## src/rtl/regfile_pkg.sv

```systemverilog
// Shared constants and types for the 2-read/1-write register file.
// Optional build macro used by the read ports: REGFILE_BYPASS_EN.
package regfile_pkg;

  localparam int DATA_W_DEF = 16;
  localparam int ADDR_W_DEF = 3;

  typedef logic [DATA_W_DEF-1:0] data_t;
  typedef logic [ADDR_W_DEF-1:0] addr_t;

endpackage : regfile_pkg

```

## src/rtl/regfile_rdport.sv

```systemverilog
// One registered read port: address mux, optional write bypass, data/valid flops.
// Build macro: REGFILE_BYPASS_EN (when defined, a same-edge write to the
// addressed register is forwarded to the read result).
module regfile_rdport
  import regfile_pkg::*;
#(
  parameter int DATA_W = DATA_W_DEF,
  parameter int ADDR_W = ADDR_W_DEF,
  localparam int NUM_REGS = 2**ADDR_W
) (
  input  logic                             i_clk,
  input  logic                             i_rst,
  input  logic [NUM_REGS-1:0][DATA_W-1:0]  i_mem,
  input  logic [ADDR_W-1:0]                i_readnum,
  input  logic                             i_read,
`ifdef REGFILE_BYPASS_EN
  input  logic                             i_write,
  input  logic [ADDR_W-1:0]                i_writenum,
  input  logic [DATA_W-1:0]                i_data_in,
`endif
  output logic [DATA_W-1:0]                o_data,
  output logic                             o_valid
);

  logic [DATA_W-1:0] w_rd_data;
  logic [DATA_W-1:0] w_next_data;
  logic [DATA_W-1:0] r_data;
  logic              r_valid;

  assign w_rd_data = i_mem[i_readnum];

`ifdef REGFILE_BYPASS_EN
  logic w_hit;
  assign w_hit = i_write && (i_writenum == i_readnum);

  // Forward the incoming write word when it targets the register being read.
  always_comb begin
    w_next_data = w_rd_data;
    if (w_hit) w_next_data = i_data_in;
  end
`else
  // Without forwarding the read sees the pre-write register contents.
  always_comb begin
    w_next_data = w_rd_data;
  end
`endif

  // Capture read data on request; valid tracks last cycle's request, data holds otherwise.
  always_ff @(posedge i_clk or posedge i_rst) begin
    if (i_rst) begin
      r_data  <= '0;
      r_valid <= 1'b0;
    end else begin
      r_valid <= i_read;
      if (i_read) r_data <= w_next_data;
    end
  end

  assign o_data  = r_data;
  assign o_valid = r_valid;

endmodule : regfile_rdport

```

## src/rtl/regfile_2r1w.sv

```systemverilog
// Register file with one synchronous write port and two registered read ports.
// Build macro: REGFILE_BYPASS_EN enables write-to-read forwarding on both ports.
module regfile_2r1w
  import regfile_pkg::*;
#(
  parameter int DATA_W = DATA_W_DEF,
  parameter int ADDR_W = ADDR_W_DEF,
  localparam int NUM_REGS = 2**ADDR_W
) (
  input  logic                 clk,
  input  logic                 reset,
  input  logic [DATA_W-1:0]    data_in,
  input  logic [ADDR_W-1:0]    writenum,
  input  logic                 write,
  input  logic [ADDR_W-1:0]    readnum_a,
  input  logic                 read_a,
  input  logic [ADDR_W-1:0]    readnum_b,
  input  logic                 read_b,
  output logic [DATA_W-1:0]    data_out_a,
  output logic                 valid_a,
  output logic [DATA_W-1:0]    data_out_b,
  output logic                 valid_b,
  output logic [NUM_REGS-1:0]  written
);

  logic [NUM_REGS-1:0][DATA_W-1:0] r_mem;
  logic [NUM_REGS-1:0]             r_written;

  // Storage and written bitmap; both cleared asynchronously by reset.
  always_ff @(posedge clk or posedge reset) begin
    if (reset) begin
      r_mem     <= '0;
      r_written <= '0;
    end else if (write) begin
      r_mem[writenum]     <= data_in;
      r_written[writenum] <= 1'b1;
    end
  end

  assign written = r_written;

  regfile_rdport #(.DATA_W(DATA_W), .ADDR_W(ADDR_W)) u_rd_a (
    .i_clk      (clk),
    .i_rst      (reset),
    .i_mem      (r_mem),
    .i_readnum  (readnum_a),
    .i_read     (read_a),
`ifdef REGFILE_BYPASS_EN
    .i_write    (write),
    .i_writenum (writenum),
    .i_data_in  (data_in),
`endif
    .o_data     (data_out_a),
    .o_valid    (valid_a)
  );

  regfile_rdport #(.DATA_W(DATA_W), .ADDR_W(ADDR_W)) u_rd_b (
    .i_clk      (clk),
    .i_rst      (reset),
    .i_mem      (r_mem),
    .i_readnum  (readnum_b),
    .i_read     (read_b),
`ifdef REGFILE_BYPASS_EN
    .i_write    (write),
    .i_writenum (writenum),
    .i_data_in  (data_in),
`endif
    .o_data     (data_out_b),
    .o_valid    (valid_b)
  );

endmodule : regfile_2r1w
```

## config.mk

```make
export PLATFORM = sky130hd
export DESIGN_NAME = regfile_2r1w
export DESIGN_NICKNAME = d
export VERILOG_FILES = /design/src/rtl/regfile_pkg.sv /design/src/rtl/regfile_rdport.sv /design/src/rtl/regfile_2r1w.sv
export SDC_FILE = /design/constraint.sdc
export NUM_CORES = 1
export LEC_CHECK = 0
export CAP_MARGIN = 20
export CORE_ASPECT_RATIO = 0.7
export CORE_UTILIZATION = 40
export CTS_CLUSTER_DIAMETER = 200
export DETAILED_ROUTE_END_ITERATION = 10
export PLACE_DENSITY = 0.7
export SLEW_MARGIN = 20
export SYNTH_ARGS = -nofsm -noshare
export SYNTH_HDL_FRONTEND = slang
export SYNTH_SLANG_ARGS = --single-unit
```

## constraint.sdc

```tcl
create_clock -name clk -period 6.56 [get_ports clk]
set_input_delay 0.984 -clock clk [delete_from_list [all_inputs] [get_ports clk]]
set_output_delay 0.984 -clock clk [all_outputs]
set_load 0.01 [all_outputs]
```

Word level (Yosys, flattened, before mapping) --
Index checks and enable logic that the tools add are counted.
Storage, ports and cells: word-level logic and storage cells 28, bits in registers 170, output and inout bits 42, input bits 30
Cells by class: bitwise operators 1, reductions and logical operators 1, mux-type cells 9, $lt $le $gt $ge 4
Operators by type and width (count):
- 128-bit bitwise mux | 1
- 16-bit binary-select mux with 3-bit select | 2
- 16-bit demux with 3-bit select | 1
- 16-bit two-way mux | 3
- 3-bit by 4-bit < comparator with 1-bit output (second input constant) | 3
- 8-bit OR | 1
- 1-bit demux with 3-bit select | 1
- 3-bit by 1-bit greater-or-equal comparator with 1-bit output (second input constant) | 1
- 1-bit logical AND | 1
- 1-bit two-way mux | 1

Depth between registers and ports, before layout --
Gate-level depths: netlist of the first run.
depth in word-level cells 5, mapped depth 6, depth with buffers taken out 3

Cells and area by module --
From an unflattened synthesis of the first run, not the netlist that was laid out.
Unflattened totals: cells, all modules 668, area, all modules 8720.9 um^2
Modules (own cells, without submodules):
- regfile_2r1w | cells an instance 296, instances 1, area each 5162.5 um^2, sequential area each 3403.3 um^2
- regfile_rdport | cells an instance 186, instances 2, area each 1779.2 um^2, sequential area each 425.4 um^2

Least setup slack after synthesis of the first run --
Ideal clock, no wire load.
kind input to register, start point in writenum[1], end point reg r_mem[64] (netlist bit), stages on the path 5, path buffers 2, required time 6435 ps, setup slack 4305 ps, setup time 125 ps, data arrival time 2130 ps, cells stage by stage buf_6 -> nand2b_4 -> nor3b_4 -> buf_6 -> mux2_2
Between the ends: longest elaborated chain between the ends 5, elaborated cells on any way between the ends 6, those cells by class order compare: 2; mux: 3; reduce/logical: 1
Ends and longest elaborated chain:
- start, declared | RTL line regfile_2r1w.sv:13 | input logic [ADDR_W-1:0] writenum,
- 3-bit by 4-bit < comparator with 1-bit output (implied by the code) / 3-bit by 1-bit greater-or-equal comparator with 1-bit output (equally long branches) | RTL line regfile_2r1w.sv:35 | r_mem[writenum] <= data_in;
- 1-bit logical AND (implied by the code) | RTL line regfile_2r1w.sv:35
- 16-bit two-way mux (implied by the code) | RTL line regfile_2r1w.sv:35
- 16-bit demux with 3-bit select * | RTL line regfile_2r1w.sv:35
- 128-bit bitwise mux * | RTL line regfile_2r1w.sv:35
- end signal, assigned by index | RTL line regfile_2r1w.sv:35
- end, declared | RTL line regfile_2r1w.sv:26 | logic [NUM_REGS-1:0][DATA_W-1:0] r_mem;
Mark *: on every way between the ends. The rest lies on a longest branch, timed or not. A chain may end at the register's enable or synchronous reset.

Worst setup path in the final report of the first run --
start point in readnum_b[2], end point reg u_rd_b.r_data[5] (netlist: u_rd_b.o_data[5])
Between the ends: longest elaborated chain between the ends 2
Ends and longest elaborated chain:
- start, declared | RTL line regfile_2r1w.sv:17 | input logic [ADDR_W-1:0] readnum_b,
- 16-bit binary-select mux with 3-bit select | RTL line regfile_rdport.sv:30 | assign w_rd_data = i_mem[i_readnum];
- 16-bit two-way mux (implied by the code) | RTL line regfile_rdport.sv:30
- end signal, assigned | RTL line regfile_rdport.sv:55 | if (i_read) r_data <= w_next_data;
- end, declared | RTL line regfile_rdport.sv:27 | logic [DATA_W-1:0] r_data;
No other way between the ends. The select of a mux whose other input is x is not followed.

==> results of run 1 <==
-- where the power goes --
group	switching, mW	internal [mW]
clock network	0.411	0.655
registers	0.159	1.26
logic	0.272	0.367
total	0.842	2.28
-- worst paths after layout --
kind	startpoint	end	slack, ns	depth (start not counted)
max	readnum_b[2]	u_rd_b.o_data[5]	3.05	4
min	written[4]	written[4]	0.47	1
max reg2reg	r_mem[69]	u_rd_b.o_data[5]	5.38	3
min reg2reg	written[4]	written[4]	0.47	1
max in group asynchronous	reset	r_mem[127]	4.19	3
min in group asynchronous	reset	r_mem[26]	1.13	2
-- cell type report --
| cell class | instances | area (um2) |
|---|---|---|
| inverters | 1 | 11.3 |
| clock inverters | 11 | 169 |
| clock buffers | 20 | 457 |
| fillers | 1821 | 10900 |
| repair buffers | 79 | 792 |
| flip-flops and latches | 170 | 4250 |
| multi-input cells | 440 | 4040 |
| well taps | 276 | 345 |
-- cell usage after synthesis --
library cell / n / area share [%]
mux2_2: 128 / 17
a211o_1: 32 / 3.3
buf_2: 24 / 1.4
inv_1: 1 / 0.044
nand4_2: 1 / 0.15
nor3_4: 2 / 0.38
buf_4: 12 / 1.0
a41o_1: 32 / 3.7
or2_2: 4 / 0.29
nor2_1: 2 / 0.087
nor3b_4: 2 / 0.44
nand2b_1: 6 / 0.44
nand2b_4: 1 / 0.16
clkbuf_1: 14 / 0.61
nor2b_1: 66 / 4.8
nand2_1: 1 / 0.044
dfrtp_1: 170 / 49
mux2i_1: 96 / 11
buf_6: 4 / 0.52
nand4b_2: 3 / 0.52
a22oi_1: 32 / 2.8
nand3_1: 32 / 1.9
-- flip-flops by register name, summed over array words and instances, names as in the netlist --
| name | count |
|---|---|
| r_mem | 128 |
| u_rd_a.o_data | 16 |
| u_rd_b.o_data | 16 |
| written | 8 |
| u_rd_a.o_valid | 1 |
| u_rd_b.o_valid | 1 |
-- cell families (layout without fill, tap and decap cells) --
family | Yosys count | after routing | synth area share (%)
AOI/OAI and AO/OA | 96 | 96 | 9.78
and+or+nand+nor | 120 | 120 | 9.17
muxes | 224 | 224 | 27.9
buffers and inverters | 55 | 111 | 3.62
DFF | 170 | 170 | 49.5
-- critical path, delay by kind of cell --
kind,cells,cell delay (ns)
buffers and inverters,1,1.18
AOI/OAI and AO/OA,2,0.79
and+or+nand+nor,1,0.87
-- per-layer routing --
metal	up-vias	GRT usage, %	routed length (um)
li1	2574	-	-
met1	2985	26.9	9840
met2	164	33.7	10700
met3	26	5.22	1210
met4	0	7.51	348
met5	-	0	0
-- stage by stage --
step	cells	util (%)
CTS	995	47.9
global route	997	48.1
detailed placement	964	45.0
finish	997	48.1
floorplan	665	-
global placement	963	44.9
==> impl_metrics.env, run 1 <==
export IMPL_design_area_mm2=0.0101
export IMPL_wl_per_cell_um=22.2
export IMPL_rsz0062_at_grt="no"
export IMPL_power_leakage_nw=4.40
export IMPL_ctsRootBufferMaster="clkbuf_16"
export IMPL_ir_drop_uv=196
export IMPL_finalCritPeriodShare_pct=53.6
export IMPL_area_growth_pct=17.1
export IMPL_crit_chain="clkdlybuf4s50_1, nand2b_1, a211o_1, a41o_1"
export IMPL_num_vias=5749
export IMPL_drt_iter0_drc=356
export IMPL_fin_ws_ns=3.05
export IMPL_total_power_mw=3.13
export IMPL_slowest_stage="clkdlybuf4s50_1"
export IMPL_timing_hold_ws_ns=0.467
export IMPL_maxCapViolations=0
export IMPL_relSlewSlack_pct=22.1
export IMPL_ys_seq_area_share_pct=49.5
export IMPL_ant_nets=0
export IMPL_antenna_found_initial=0
export IMPL_overflow=0
export IMPL_final_net_count=739
export IMPL_crit_type="primary input to flip-flop"
export IMPL_n_antenna_cell=0
export IMPL_clkLatencyLatePin_ns=0.43
export IMPL_setup_tns_ns=0
export IMPL_clockBufferDepth=2
export IMPL_grt_pass1_vias=6167
export IMPL_fin_crit_ns=3.51
export IMPL_cts_htree_levels=4
export IMPL_ios=72
export IMPL_die_w_um=177
export IMPL_status="complete, no violations"
export IMPL_cp_max_fo=19
export IMPL_num_rows=44
export IMPL_layout_drive_gt1_share_pct=25.8
export IMPL_pre_cts_slack_ns=2.68
export IMPL_grt_usage_pct=20.9
export IMPL_skew_ns=0.00650
export IMPL_tightest_slew_ns=1.16
export IMPL_hold_buffers=0
export IMPL_dpl_cell_area_mm2=0.00940
export IMPL_ys_ff_latch=170
export IMPL_syn_nets=695
export IMPL_grt_pass1_wl_um=34700
export IMPL_first_pass_iters=4
export IMPL_cts_tree="yes"
export IMPL_ys_types=22
export IMPL_port_buffers=71
export IMPL_core_area_mm2=0.0209
export IMPL_final_cell_mix="dfrtp_1 (170), mux2_2 (128), mux2i_1 (96)"
export IMPL_cts_num_sinks=170
export IMPL_layout_commonest_cell="dfrtp_1"
export IMPL_start_kind="primary input"
export IMPL_route_detailed_drc=0
export IMPL_setup_viol=0
export IMPL_dpl_hpwl_um=13100
export IMPL_cts_resized=0
export IMPL_syn_area_mm2=0.00860
export IMPL_ys_warn_count=0
export IMPL_routed_wl_um=22100
export IMPL_syn_inst=665
export IMPL_gp_congestion=0.768
export IMPL_syn_area_per_cell_um2=12.9
export IMPL_cts_buffers_inserted=17
export IMPL_clkSlewWorstSetupHoldPaths_ns=0.06
export IMPL_cp_end_kind="flip-flop"
export IMPL_slowest_delay_ns=1.18
export IMPL_drv_slew=0
export IMPL_required_ns=6.87
export IMPL_viasPerCell=5.77
export IMPL_cts_setup_buffers=0
export IMPL_hold_viol=0
export IMPL_start_util_pct=41.1
export IMPL_grt_max_degree=118
export IMPL_die_h_um=125
export IMPL_crit_arrival_ns=3.83
export IMPL_power_density_mw_per_mm2=310
export IMPL_die_area_mm2=0.0221
export IMPL_max_freq_ghz=0.285
export IMPL_hp_class="flip-flop to flip-flop"
Power figures use the tool's default switching activity.
==> run 2, diff against run 1 <==
- clock period: 6.56 -> 3.65 ns (I/O delays scaled with it)
==> run 2 against run 1 <==
Compared with the run above: core utilization up 0.93 points; clock-buffer cell count shrank 1; final cell count increased by 2.3%; clock power up 88%; global-route usage rose by 1.2 points; worst hold slack better by 0.0029 ns; sequential power is 80% higher; wire length rose by 6.4%; via count increased by 4.9%; largest cell class unchanged.
==> impl_metrics.env, run 2 (synthesis results as in run 1) <==
export IMPL_top_register="r_mem"
export IMPL_instances_no_fill=1020
export IMPL_cts_buffers_inserted=17
export IMPL_final_net_count=761
export IMPL_cts_htree_levels=4
export IMPL_hold_viol=0
export IMPL_switching_share_pct=28.2
export IMPL_n_antenna_cell=0
export IMPL_ctsRootBufferMaster="clkbuf_16"
export IMPL_cts_resized=0
export IMPL_fin_ws_ns=1.32
export IMPL_cts_setup_buffers=0
export IMPL_dpl_hpwl_um=14900
export IMPL_cp_top_family="buffers and inverters"
export IMPL_pre_cts_slack_ns=0.904
export IMPL_final_cell_mix="dfrtp_1 (170), mux2_2 (128), mux2i_1 (96)"
export IMPL_tightest_slew_ns=0.716
export IMPL_viasPerCell=5.91
export IMPL_ios=72
export IMPL_crit_arrival_ns=2.63
export IMPL_critical_path_cell_count=5
export IMPL_clockBufferDepth=2
export IMPL_grt_pass1_wl_um=37000
export IMPL_cp_max_fo=11
export IMPL_die_area_mm2=0.0221
export IMPL_power_leakage_nw=4.52
export IMPL_rrSetupSlack_ns=2.38
export IMPL_relSlewSlack_pct=52.2
export IMPL_grt_usage_pct=22.1
export IMPL_port_buffers=71
export IMPL_drt_iter0_drc=448
export IMPL_seq_power_share_pct=44.4
export IMPL_skew_ns=0.0108
export IMPL_antenna_found_initial=0
export IMPL_ir_drop_uv=364
export IMPL_area_growth_pct=19.4
export IMPL_worst_path_buf_inv=2
export IMPL_clkSlewWorstSetupHoldPaths_ns=0.07
export IMPL_dp_cells=988
export IMPL_required_ns=3.95
export IMPL_finalCritPeriodShare_pct=63.9
export IMPL_maxCapViolations=0
export IMPL_die_w_um=177
export IMPL_slowest_delay_ns=0.68
export IMPL_status="complete, no violations"
export IMPL_fin_crit_ns=2.33
export IMPL_hp_class="flip-flop to flip-flop"
export IMPL_total_power_mw=5.78
export IMPL_timing_hold_ws_ns=0.470
export IMPL_netSwitchingPower_mw=1.63
export IMPL_cp_endpoint="u_rd_a.o_data[8]"
export IMPL_power_density_mw_per_mm2=563
export IMPL_start_kind="primary input"
export IMPL_timing_rr_end="u_rd_b.o_data[6]"
export IMPL_critical_path_startpoint="readnum_a[1]"
export IMPL_setup_tns_ns=0
export IMPL_rsz0062_at_grt="no"
export IMPL_utilization_pct=49.1
export IMPL_cts_tree="yes"
export IMPL_grt_max_degree=81
export IMPL_combPwrFrac_pct=20.8
export IMPL_start_util_pct=41.1
export IMPL_num_rows=44
export IMPL_hold_buffers=0
export IMPL_clkLatencyLatePin_ns=0.42
export IMPL_cts_num_sinks=170
export IMPL_cp_end_kind="flip-flop"
export IMPL_wl_per_cell_um=23.1
export IMPL_dpl_cell_area_mm2=0.00961
export IMPL_overflow=0
export IMPL_num_vias=6029
export IMPL_layout_drive_gt1_share_pct=27.7
export IMPL_largest_reg_flops=128
export IMPL_first_pass_iters=5
export IMPL_slowest_stage="clkdlybuf4s50_1"
export IMPL_crit_type="primary input to flip-flop"
export IMPL_crit_chain="clkdlybuf4s50_1, nand2b_1, buf_4, a211o_1, a41o_1"
export IMPL_design_area_mm2=0.0103
export IMPL_grt_pass1_vias=6443
export IMPL_ant_nets=0
export IMPL_routed_wl_um=23500
export IMPL_clkPwrFrac_pct=34.8
export IMPL_p_int_mw=4.15
export IMPL_core_area_mm2=0.0209
export IMPL_setup_viol=0
export IMPL_rr_startpoint="r_mem[118]"
export IMPL_max_freq_ghz=0.428
export IMPL_die_h_um=125
export IMPL_r2r_cells=3
export IMPL_drv_slew=0
export IMPL_gp_congestion=0.813
export IMPL_route_detailed_drc=0
export IMPL_layout_commonest_cell="dfrtp_1"
[run 2: cell types whose count changed in the layout (fill, tap and decap cells not counted), sizes merged]
| cell | delta |
|---|---|
| clkinv | -1 |
| buf | +22 |
| clkbuf | -1 |
| inv | +4 |
| clkinvlp | -1 |
[run 2: how the worst min path moves through the flow]
stage,from,end,slack [ns],cells after the start
floorplan,r_mem[64],r_mem[64],0.49,1
CTS,written[6],written[6],0.47,1
detailed placement,written[6],written[6],0.45,1
global route,written[3],written[3],0.49,1
finish,written[4],written[4],0.47,1
global placement,written[4],written[4],0.45,1
[run 2: cell type report]
type,instances,area (um2)
flip-flops and latches,170,4250
clock buffers,19,453
repair buffers,101,968
fillers,1831,10700
multi-input cells,440,4030
well taps,276,345
clock inverters,13,204
inverters,1,7.51
[run 2: power by group through the flow]
| stage | Sequential (mW) | Clock, mW | Combinational, mW |
|---|---|---|---|
| 6_report | 2.56 | 2.01 | 1.20 |
| 5_1_grt | 2.61 | 2.12 | 1.30 |
| 4_1_cts | 2.56 | 2.04 | 1.20 |
| 3_5_place_dp | 2.59 | 0 | 1.20 |
| 3_3_place_gp | 2.55 | 0 | 1.16 |
| 2_1_floorplan | 2.52 | 0 | 0.783 |
[run 2: layer usage]
layer / global-route usage [%] / share of wire [%] / vias up
met3: 3.97 / 5.5 / 38
met4: 8.11 / 2.0 / 0
met5: 0 / 0 / -
li1: - / - / 2610
met2: 35.0 / 47 / 206
met1: 30.0 / 45 / 3175
==> run 3, diff against run 2 <==
- clock period: 3.65 -> 2.4 ns (I/O delays scaled with it)
==> run 3 against run 2 <==
Compared with the run above: clock skew up 0.0010 ns; final area up 1.5%; global-route usage down 0.44 points; clock power up 45%.
==> impl_metrics.env, run 3 (synthesis results as in run 1) <==
export IMPL_rsz0062_at_grt="no"
export IMPL_slowest_stage="clkdlybuf4s50_1"
export IMPL_cts_setup_buffers=0
export IMPL_wl_per_cell_um=22.2
export IMPL_drv_slew=0
export IMPL_maxCapViolations=0
export IMPL_rrSetupSlack_ns=1.24
export IMPL_area_growth_pct=21.2
export IMPL_top_register="r_mem"
export IMPL_ios=72
export IMPL_cts_num_sinks=170
export IMPL_power_density_mw_per_mm2=828
export IMPL_grtUsageMet2_pct=35.0
export IMPL_clkLatencyLatePin_ns=0.44
export IMPL_critical_path_cell_count=1
export IMPL_timing_rr_end="u_rd_b.o_data[8]"
export IMPL_finalCritPeriodShare_pct=74.3
export IMPL_power_leakage_nw=4.60
export IMPL_grt_max_degree=98
export IMPL_final_cell_mix="dfrtp_1 (170), mux2_2 (128), mux2i_1 (96)"
export IMPL_critical_path_startpoint="u_rd_a.o_data[8]"
export IMPL_cp_end_kind="primary output"
export IMPL_grt_use_met3_pct=4.33
export IMPL_rr_startpoint="r_mem[72]"
export IMPL_relSlewSlack_pct=62.4
export IMPL_hold_buffers=0
export IMPL_setup_viol=0
export IMPL_viasPerCell=5.81
export IMPL_cp_top_family="buffers and inverters"
export IMPL_skew_ns=0.0119
export IMPL_gp_congestion=0.815
export IMPL_layout_drive_gt1_share_pct=28.6
export IMPL_start_util_pct=41.1
export IMPL_ctsRootBufferMaster="clkbuf_16"
export IMPL_crit_arrival_ns=1.42
export IMPL_first_pass_iters=5
export IMPL_crit_chain="clkdlybuf4s50_1"
export IMPL_cp_endpoint="data_out_a[8]"
export IMPL_num_rows=44
export IMPL_grt_usage_pct=21.6
export IMPL_routed_wl_um=22900
export IMPL_slowest_delay_ns=0.58
export IMPL_num_vias=5990
export IMPL_n_antenna_cell=0
export IMPL_cp_max_fo=2
export IMPL_design_area_mm2=0.0104
export IMPL_route_detailed_drc=0
export IMPL_setup_tns_ns=0
export IMPL_cts_resized=0
export IMPL_fin_ws_ns=0.617
export IMPL_largest_reg_flops=128
export IMPL_die_w_um=177
export IMPL_ir_drop_uv=556
export IMPL_dpl_hpwl_um=14800
export IMPL_hp_class="primary input to async pin"
export IMPL_ant_nets=0
export IMPL_port_buffers=71
export IMPL_cts_htree_levels=4
export IMPL_grt_pass1_vias=6173
export IMPL_start_kind="flip-flop"
export IMPL_antenna_found_initial=0
export IMPL_core_area_mm2=0.0209
export IMPL_tightest_slew_ns=0.563
export IMPL_clkSlewWorstSetupHoldPaths_ns=0.07
export IMPL_dpl_cell_area_mm2=0.00980
export IMPL_pre_cts_slack_ns=0.228
export IMPL_die_h_um=125
export IMPL_top_usage_layer="met2"
export IMPL_hold_viol=0
export IMPL_total_power_mw=8.63
export IMPL_overflow=0
export IMPL_status="complete, no violations"
export IMPL_final_net_count=772
export IMPL_layout_commonest_cell="dfrtp_1"
export IMPL_drt_iter0_drc=453
export IMPL_die_area_mm2=0.0221
export IMPL_cts_buffers_inserted=17
export IMPL_max_freq_ghz=0.561
export IMPL_fin_crit_ns=1.78
export IMPL_worst_path_buf_inv=1
export IMPL_clockBufferDepth=2
export IMPL_r2r_cells=3
export IMPL_required_ns=2.04
export IMPL_cts_tree="yes"
export IMPL_fillers=1800
export IMPL_use_met1_pct=29.3
export IMPL_grt_pass1_wl_um=36100
export IMPL_utilization_pct=49.8
export IMPL_crit_type="flip-flop to primary output"
==> run 3: cell types whose count changed in the layout (fill, tap and decap cells not counted), sizes merged <==
cell and delta:
clkinv +1, clkinvlp +1, buf +11, clkbuf +1, bufinv -1, inv -2
==> run 3: worst min path at each step <==
stage,slack [ns],endpoint,from
2_1_floorplan,0.39,u_rd_a.o_valid,read_a
3_3_place_gp,0.45,written[5],written[5]
3_5_place_dp,0.46,written[3],written[3]
4_1_cts,0.22,r_mem[58],reset
5_1_grt,0.23,r_mem[58],reset
6_report,0.22,r_mem[27],reset
==> run 3: where the power goes <==
part	switching, mW	internal [mW]	leakage (nW)	total [mW]
registers	0.443	3.45	2.02	3.89
clock network	1.21	1.71	0.294	2.91
logic	0.778	1.05	2.28	1.83
total	2.43	6.20	4.60	8.63
==> run 3: stage by stage <==
stage               cells  hold slack [ns]
finish               1031            0.225
global route         1031            0.226
CTS                  1031            0.217
detailed placement    999            0.459
global placement      999            0.449
floorplan             665            0.391
==> run 3: area by class of cell <==
class	count	area, um2	share of cell area [%]
sequential	170	4250	40.8
multi-input combinational	440	4030	38.7
timing repair buffer	112	1160	11.2
clock buffer	20	457	4.38
tap	276	345	3.31
clock inverter	12	161	1.55
inverter	1	7.51	0.0720
==> run 3: metal layers <==
layer	vias to the layer above	share of wire [%]
li1	2645	-
met2	190	49
met1	3126	44
met4	0	1.5
met5	-	0
met3	29	5.4
